===== src/rtl/vga_timing_pkg.sv =====
// ---------------------------------------------------------------------------
// vga_timing_pkg
// Shared constants for the VGA timing generator: the 640x480@60 Hz line and
// frame geometry, the default picture window, the coordinate width and the
// sync polarity encodings. Also a small range helper used by the decoders.
// No ports (package).
// ---------------------------------------------------------------------------
package vga_timing_pkg;

    localparam int COORD_W = 10;

    localparam int VGA_H_ACTIVE = 640;
    localparam int VGA_H_FP     = 16;
    localparam int VGA_H_SYNC   = 96;
    localparam int VGA_H_BP     = 48;
    localparam int VGA_H_TOTAL  = VGA_H_ACTIVE + VGA_H_FP + VGA_H_SYNC + VGA_H_BP;

    localparam int VGA_V_ACTIVE = 480;
    localparam int VGA_V_FP     = 10;
    localparam int VGA_V_SYNC   = 2;
    localparam int VGA_V_BP     = 33;
    localparam int VGA_V_TOTAL  = VGA_V_ACTIVE + VGA_V_FP + VGA_V_SYNC + VGA_V_BP;

    localparam bit SYNC_ACTIVE_LOW  = 1'b0;
    localparam bit SYNC_ACTIVE_HIGH = 1'b1;

    localparam int VGA_PIC_X = 256;
    localparam int VGA_PIC_Y = 176;
    localparam int VGA_PIC_W = 128;
    localparam int VGA_PIC_H = 128;

    // True when lo <= val < lo+len.
    function automatic logic in_span(input int val, input int lo, input int len);
        return (val >= lo) && (val < lo + len);
    endfunction

endpackage


===== src/rtl/vga_axis_counter.sv =====
// ---------------------------------------------------------------------------
// vga_axis_counter
// Up-counter 0..MODULUS-1 for one raster axis. Advances when en is high and
// wraps to 0 after MODULUS-1. The next-state value is exported so the top
// level can decode one cycle ahead.
// Ports:
//   vga_clk   in   pixel clock
//   rst_n     in   asynchronous active-low reset (count -> 0)
//   en        in   count enable
//   cnt       out  current count
//   cnt_next  out  value cnt takes on the next edge
//   wrap      out  high in the cycle the count goes MODULUS-1 -> 0
// ---------------------------------------------------------------------------
module vga_axis_counter
    import vga_timing_pkg::*;
#(
    parameter int MODULUS = VGA_H_TOTAL
) (
    input  logic               vga_clk,
    input  logic               rst_n,
    input  logic               en,
    output logic [COORD_W-1:0] cnt,
    output logic [COORD_W-1:0] cnt_next,
    output logic               wrap
);

    localparam logic [COORD_W-1:0] LAST = COORD_W'(MODULUS - 1);

    assign wrap = en && (cnt == LAST);

    always_comb begin
        cnt_next = cnt;
        if (wrap) begin
            cnt_next = '0;
        end else if (en) begin
            cnt_next = cnt + 1'b1;
        end
    end

    always_ff @(posedge vga_clk or negedge rst_n) begin
        if (!rst_n) begin
            cnt <= '0;
        end else begin
            cnt <= cnt_next;
        end
    end

endmodule


===== src/rtl/vga_timing_gen.sv =====
// ---------------------------------------------------------------------------
// vga_timing_gen
// 640x480@60 Hz VGA raster timing from the 25 MHz pixel clock. All outputs
// are registered; everything except data_read_active is decoded from the
// current counters (one-cycle lag, mutually aligned). data_read_active is
// decoded from the next-state counters so it leads output_display by one
// cycle, covering one cycle of synchronous sprite-ROM latency.
// Optional feature macro: VGA_FRAME_CNT_EN adds an 8-bit frame counter.
// Ports:
//   vga_clk           in   pixel clock
//   rst_n             in   asynchronous active-low reset
//   hsync, vsync      out  sync outputs, asserted level SYNC_POL
//   output_display    out  pixel is inside the visible area
//   h_addr, v_addr    out  visible coordinates, 0 outside the active area
//   data_read_active  out  one-cycle-early read enable
//   picture_active    out  pixel is inside the (clipped) picture window
//   frame_start       out  pulse on the (0,0) pixel of every frame
//   frame_cnt         out  frame counter (VGA_FRAME_CNT_EN only)
// ---------------------------------------------------------------------------
module vga_timing_gen
    import vga_timing_pkg::*;
#(
    parameter int H_ACTIVE = VGA_H_ACTIVE,
    parameter int H_FP     = VGA_H_FP,
    parameter int H_SYNC   = VGA_H_SYNC,
    parameter int H_BP     = VGA_H_BP,
    parameter int V_ACTIVE = VGA_V_ACTIVE,
    parameter int V_FP     = VGA_V_FP,
    parameter int V_SYNC   = VGA_V_SYNC,
    parameter int V_BP     = VGA_V_BP,
    parameter bit SYNC_POL = SYNC_ACTIVE_LOW,
    parameter int PIC_X    = VGA_PIC_X,
    parameter int PIC_Y    = VGA_PIC_Y,
    parameter int PIC_W    = VGA_PIC_W,
    parameter int PIC_H    = VGA_PIC_H
) (
    input  logic               vga_clk,
    input  logic               rst_n,
    output logic               hsync,
    output logic               vsync,
    output logic               output_display,
    output logic [COORD_W-1:0] h_addr,
    output logic [COORD_W-1:0] v_addr,
    output logic               data_read_active,
    output logic               picture_active,
    output logic               frame_start
`ifdef VGA_FRAME_CNT_EN
   ,output logic [7:0]         frame_cnt
`endif
);

    localparam int H_TOTAL = H_ACTIVE + H_FP + H_SYNC + H_BP;
    localparam int V_TOTAL = V_ACTIVE + V_FP + V_SYNC + V_BP;

    logic [COORD_W-1:0] h_cnt, h_next;
    logic [COORD_W-1:0] v_cnt, v_next;
    logic               h_wrap, v_wrap;

    vga_axis_counter #(.MODULUS(H_TOTAL)) u_h_cnt (
        .vga_clk  (vga_clk),
        .rst_n    (rst_n),
        .en       (1'b1),
        .cnt      (h_cnt),
        .cnt_next (h_next),
        .wrap     (h_wrap)
    );

    vga_axis_counter #(.MODULUS(V_TOTAL)) u_v_cnt (
        .vga_clk  (vga_clk),
        .rst_n    (rst_n),
        .en       (h_wrap),
        .cnt      (v_cnt),
        .cnt_next (v_next),
        .wrap     (v_wrap)
    );

    logic h_act, v_act, act, h_sync_on, v_sync_on, pic_on, act_next;

    always_comb begin
        h_act     = in_span(int'(h_cnt), 0, H_ACTIVE);
        v_act     = in_span(int'(v_cnt), 0, V_ACTIVE);
        act       = h_act && v_act;
        h_sync_on = in_span(int'(h_cnt), H_ACTIVE + H_FP, H_SYNC);
        v_sync_on = in_span(int'(v_cnt), V_ACTIVE + V_FP, V_SYNC);
        // Window is ANDed with the active area so an oversized window clips.
        pic_on    = act && in_span(int'(h_cnt), PIC_X, PIC_W)
                        && in_span(int'(v_cnt), PIC_Y, PIC_H);
        act_next  = in_span(int'(h_next), 0, H_ACTIVE)
                 && in_span(int'(v_next), 0, V_ACTIVE);
    end

    // The counters sit at (0,0) exactly after reset and after a frame wrap,
    // since the horizontal counter never stalls; this flag marks that cycle.
    logic at_origin;

    always_ff @(posedge vga_clk or negedge rst_n) begin
        if (!rst_n) begin
            hsync            <= ~SYNC_POL;
            vsync            <= ~SYNC_POL;
            output_display   <= 1'b0;
            h_addr           <= '0;
            v_addr           <= '0;
            data_read_active <= 1'b0;
            picture_active   <= 1'b0;
            frame_start      <= 1'b0;
            at_origin        <= 1'b1;
        end else begin
            hsync            <= h_sync_on ? SYNC_POL : ~SYNC_POL;
            vsync            <= v_sync_on ? SYNC_POL : ~SYNC_POL;
            output_display   <= act;
            h_addr           <= act ? h_cnt : '0;
            v_addr           <= act ? v_cnt : '0;
            data_read_active <= act_next;
            picture_active   <= pic_on;
            frame_start      <= at_origin;
            at_origin        <= v_wrap;
        end
    end

`ifdef VGA_FRAME_CNT_EN
    // Steps on the same edge that raises frame_start.
    always_ff @(posedge vga_clk or negedge rst_n) begin
        if (!rst_n) begin
            frame_cnt <= '0;
        end else if (at_origin) begin
            frame_cnt <= frame_cnt + 8'd1;
        end
    end
`endif

endmodule


===== config.mk =====
export PLATFORM = sky130hd
export DESIGN_NAME = vga_timing_gen
export DESIGN_NICKNAME = d
export VERILOG_FILES = /design/src/rtl/vga_timing_pkg.sv /design/src/rtl/vga_axis_counter.sv /design/src/rtl/vga_timing_gen.sv
export SDC_FILE = /design/constraint.sdc
export NUM_CORES = 1
export LEC_CHECK = 0
export CELL_PAD_IN_SITES_DETAIL_PLACEMENT = 1
export CELL_PAD_IN_SITES_GLOBAL_PLACEMENT = 2
export CORE_MARGIN = 3
export CORE_UTILIZATION = 43
export CTS_BUF_LIST = sky130_fd_sc_hd__clkbuf_4
export DETAILED_ROUTE_END_ITERATION = 8
export DONT_BUFFER_PORTS = 1
export PLACE_DENSITY = 0.87
export SLEW_MARGIN = 25
export SYNTH_ARGS = -nofsm -noshare
export SYNTH_HDL_FRONTEND = slang
export SYNTH_SLANG_ARGS = --single-unit
export TNS_END_PERCENT = 5

===== constraint.sdc =====
create_clock -name vga_clk -period 2.42 [get_ports vga_clk]
set_clock_uncertainty 0.1 [all_clocks]
set_input_delay 0.484 -clock vga_clk [delete_from_list [all_inputs] [get_ports vga_clk]]
set_output_delay 0.484 -clock vga_clk [all_outputs]
set_load 0.01 [all_outputs]

* Yosys cells after proc, flatten, opt, wreduce, memory -nomap -nowiden *
Cells that the tools add are included.

storage, ports and cells
  register bits = 47
  input port bits = 2

cells by class
  $add $sub $neg = 2
  order comparisons = 12
  eq/ne operators = 2
  mux-type cells = 7
  reductions and logical operators = 9

operator list
  kind                     number
  $lt A10 B9 Y1 const B    5
  $mux W10                 5
  $lt A10 B10 Y1 const B   3
  $add A10 B1 Y10 const B  2
  $eq A10 B10 Y1 const B   2
  $ge A10 B9 Y1 const B    2
  $ge A10 B10 Y1 const B   1
  $ge A10 B8 Y1 const B    1
  $logic_and A1 B1 Y1      9
  $mux W1                  2

* Depth between registers and ports, before layout *
  depth in word-level cells = 5
  mapped depth = 7

* Cells and area by module *
From an unflattened synthesis, not the netlist that was laid out.

second synthesis, totals
  cell total of the unflattened synthesis = 167
  area total of the unflattened synthesis = 1995.7 um^2

modules (own cells, without submodules)
  module                      times used  cells an instance  area each (um^2)  seq. area each (um^2)
  vga_timing_gen              1           71                 967.2             679.4
  vga_axis_counter (u_h_cnt)  1           48                 519.2             250.2
  vga_axis_counter (u_v_cnt)  1           48                 509.2             250.2

* Worst setup path before layout *
No wires, ideal clock.

  kind = register to register
  start point = reg u_h_cnt.cnt[5]
  end point = reg u_v_cnt.cnt[3]
  setup time = 64 ps
  arrival = 1990 ps
  path slack = 266 ps
  stages on the path, launching flop included = 7
  path buffers = 1
  path through = dfrtp_1 or4b_4 or3_1 buf_2 or3_1 a21oi_1 a21o_1

between the ends
  longest elaborated chain between the ends = 3
  elaborated cells on any way between the ends = 4
  those cells by class = eq/ne (1); mux (2); reduce/logical (1)

ends and longest elaborated chain
  element                                                 RTL line                                        source
  start: declaration                                      vga_axis_counter.sv:22                          output logic [COORD_W-1:0] cnt,
  start signal: assignment                                vga_axis_counter.sv:44                          cnt <= cnt_next;
  $eq A10 B10 Y1 (*)                                      vga_axis_counter.sv:29                          assign wrap = en && (cnt == LAST);
  $mux W10 / $logic_and A1 B1 Y1 (equally long branches)  vga_axis_counter.sv:35, vga_axis_counter.sv:29
  $mux W10 (*)                                            vga_axis_counter.sv:33                          if (wrap) begin
  end signal: assignment                                  vga_axis_counter.sv:44
  end: declaration                                        vga_axis_counter.sv:22

Mark *: on every way between the ends. The rest lies on a longest branch, timed or not.

* Worst setup path after layout *
Ends and elaborated chain as after synthesis.

==> reports/qor.yml <==
outcome:
  status: "finished clean"
timing:
  hold_slack_ns: 0.3189
  hold_viol: 0
  finalSetupTns_ns: 0
  rsz0062_at_grt: "false"
  drv_slew: 0
  finalSetupViolations: 0
  fin_crit_ns: 2.204
  finalCritPeriodShare_pct: 91.06
  max_freq_mhz: 453.8
placement:
  place_area_sq_um: 2031
  place_inst: 221
  port_buffers: 0
  place_hpwl_mm: 2.719
  place_congestion: 0.8000
cells_and_area:
  drive_above_1_share_pct: 12.71
  num-nets-final: 186
  n_antenna_cell: 0
  syn2layout_area_growth_pct: 9.027
  final_core_util_pct: 50.71
  postLayoutCellArea_sq_um: 2131
  final_cells: 231
power_and_ir_drop:
  p_sw_uw: 262.9
  clockPowerShare_pct: 30.7
  power_leakage_uw: 0.0009908
  p_comb_share_pct: 1.8
  p_int_uw: 903.2
  p_seq_share_pct: 67.5
  p_per_area_nw_per_um2: 547.3
  peakVddDrop_uv: 243.7
  switching_share_pct: 22.55
global_route:
  first_global_vias: 1355
  grt_pass1_wl_mm: 6.934
  antenna_found_initial: 0
  grt_max_degree: 48
  grt.overflow.total: 0
  track_usage_pct: 17.02
route:
  drt-total-wl_mm: 3.920
  detail-route-antenna-nets: 0
  dr.pass1.iters: 4
  route.detailed.drc: 0
  drtIter0Drc: 67
  wl_per_cell_um: 16.97
  vias: 1284
  via_per_inst: 5.558
synthesis:
  netlist-cell-type-count: 37
  yosysSeqAreaShare_pct: 60.37
  synth_edf_count: 0
  async_flop_share_pct: 100.0
  avgSynthCellArea_sq_um: 11.30
  synth_nets: 179
  ys.flop_type: "dfrtp_1"
  yosysWarningCount: 0
  netlist_area_sq_um: 1954
  ys_ff_latch: 47
  synth_cells: 173
clock_network:
  clk_pin_slew_ns: 0.14
  numCtsBuffers: 5
  insertion_delay_ns: 0.37
  clkSinkCount: 47
  clockBufferDepth: 2
  cts_tree: "done"
  cts_root_buf: "clkbuf_4"
  cts_htree_levels: 2
floorplanning:
  start_util_pct: 46.52
  die_y_um: 73.42
  die_area_sq_um: 5390
  row_count: 23
  io_pins: 28
  dieWidth_um: 73.42
  core_area_sq_um: 4202
critical_path:
  worst_ep_arrival_time_ns: 2.43
  crit_fanout: 8
  required_ns: 2.65
  path_class: "flop to flop"
  startpoint_type: "flop"
  endpoint_kind: "flop"
run:
  cap_violations: 0
worst_hold_path:
  hold_class: "flop to flop"
==> cell usage in the layout (no fill, tap or decap), types with 2 or more instances in the layout <==
cell	count
dfrtp_1	44
and2_1	17
nand2_1	14
nor2_1	13
xor2_1	8
nand3_1	7
buf_4	7
inv_1	5
nor3_1	5
nor4_1	5
clkbuf_4	5
nand4_1	4
xnor2_1	4
o21ai_0	4
ha_1	4
and4_1	3
a21oi_1	3
dfstp_2	3
and3_1	2
nor4b_1	2
clkinvlp_4	2
==> Yosys cell counts, types with 2 or more instances <==
| library cell | count | share of area [%] |
|---|---|---|
| dfrtp_1 | 44 | 56 |
| and2_1 | 17 | 5.4 |
| nand2_1 | 14 | 2.7 |
| nor2_1 | 13 | 2.5 |
| xor2_1 | 8 | 3.6 |
| clkbuf_1 | 7 | 1.3 |
| nand3_1 | 7 | 1.8 |
| inv_1 | 5 | 0.96 |
| nor3_1 | 5 | 1.3 |
| nor4_1 | 5 | 1.6 |
| ha_1 | 4 | 2.6 |
| nand4_1 | 4 | 1.3 |
| o21ai_0 | 4 | 1.0 |
| xnor2_1 | 4 | 1.8 |
| a21oi_1 | 3 | 0.77 |
| and4_1 | 3 | 1.3 |
| dfstp_2 | 3 | 4.0 |
| and3_1 | 2 | 0.64 |
| nor4b_1 | 2 | 0.90 |
| or3_1 | 2 | 0.64 |
==> through the flow <==
stage                     total power, uW  worst slack (ns)
after floorplan                     802.2            0.2664
after global placement              802.2            0.1867
after detailed placement            802.2            0.1525
after CTS                            1184            0.1266
after global routing                 1218           0.09510
final                                1166            0.2162
==> sequential cells by signal, summed over array words and instances, names as in the netlist <==
name,flops
h_addr,10
u_v_cnt.cnt,10
frame_start,1
at_origin,1
picture_active,1
output_display,1
hsync,1
vsync,1
v_addr,10
u_h_cnt.cnt,10
data_read_active,1
==> path summary, 6_finish.rpt <==
check | depth (start not counted) | to | from | slack, ns
min | 0 | frame_start | at_origin | 0.32
max | 5 | u_v_cnt.cnt[3] | u_h_cnt.cnt[5] | 0.22
max in group asynchronous | 2 | hsync | rst_n | 1.43
min reg2reg | 0 | frame_start | at_origin | 0.32
max reg2reg | 5 | u_v_cnt.cnt[3] | u_h_cnt.cnt[5] | 0.22
min in group asynchronous | 2 | u_v_cnt.cnt[2] | rst_n | 0.51
==> logic make-up after synthesis <==
| group | Yosys count | share of synthesized area (%) |
|---|---|---|
| and+or+nand+nor | 80 | 23.24 |
| DFF | 47 | 60.37 |
| other | 1 | 0.1919 |
| adders and majority gates | 4 | 2.561 |
| buffers and inverters | 14 | 2.945 |
| AOI/OAI and AO/OA | 14 | 4.738 |
| xor gates and xnor gates | 12 | 5.378 |
| muxes | 1 | 0.5761 |
==> power by group through the flow <==
| stage | combinational (uW) | clock [uW] | sequential (uW) |
|---|---|---|---|
| floorplan | 0.135 | 0 | 802 |
| global placement | 0.135 | 0 | 802 |
| detailed placement | 0.135 | 0 | 802 |
| CTS | 22.1 | 375 | 787 |
| global route | 24.4 | 406 | 788 |
| finish | 21.1 | 358 | 787 |
==> metal layers <==
layer	up-vias	global-route usage (%)	wire (um)
met5	-	0	0
met4	0	5.030	57
met3	6	5.746	195
met2	30	24.83	1812
met1	650	24.06	1855
li1	598	-	-
==> worst max-delay path: stages (launching register included) <==
cell and delay (ns):
dfrtp_1 0.47, or4b_4 0.60, or3_4 0.40, or3_1 0.35, a21oi_1 0.15, a21o_1 0.09
==> final cells by class <==
class / count / area, sq um
inverter: 5 / 18.77
clock inverter: 3 / 20.02
multi-input combinational: 112 / 721.9
clock buffer: 5 / 37.54
tap: 50 / 62.56
fill: 461 / 2071
sequential: 47 / 1180
timing repair buffer: 9 / 90.09
==> timing repair <==
item                                    4_1_cts  5_1_grt
endpoints found under the hold margin        47        0
endpoints found under the setup margin        0        1
buffers inserted                              0        0
hold buffers                                  2        0
gates resized for setup                       0        1
(Power assumes the default switching activity.)
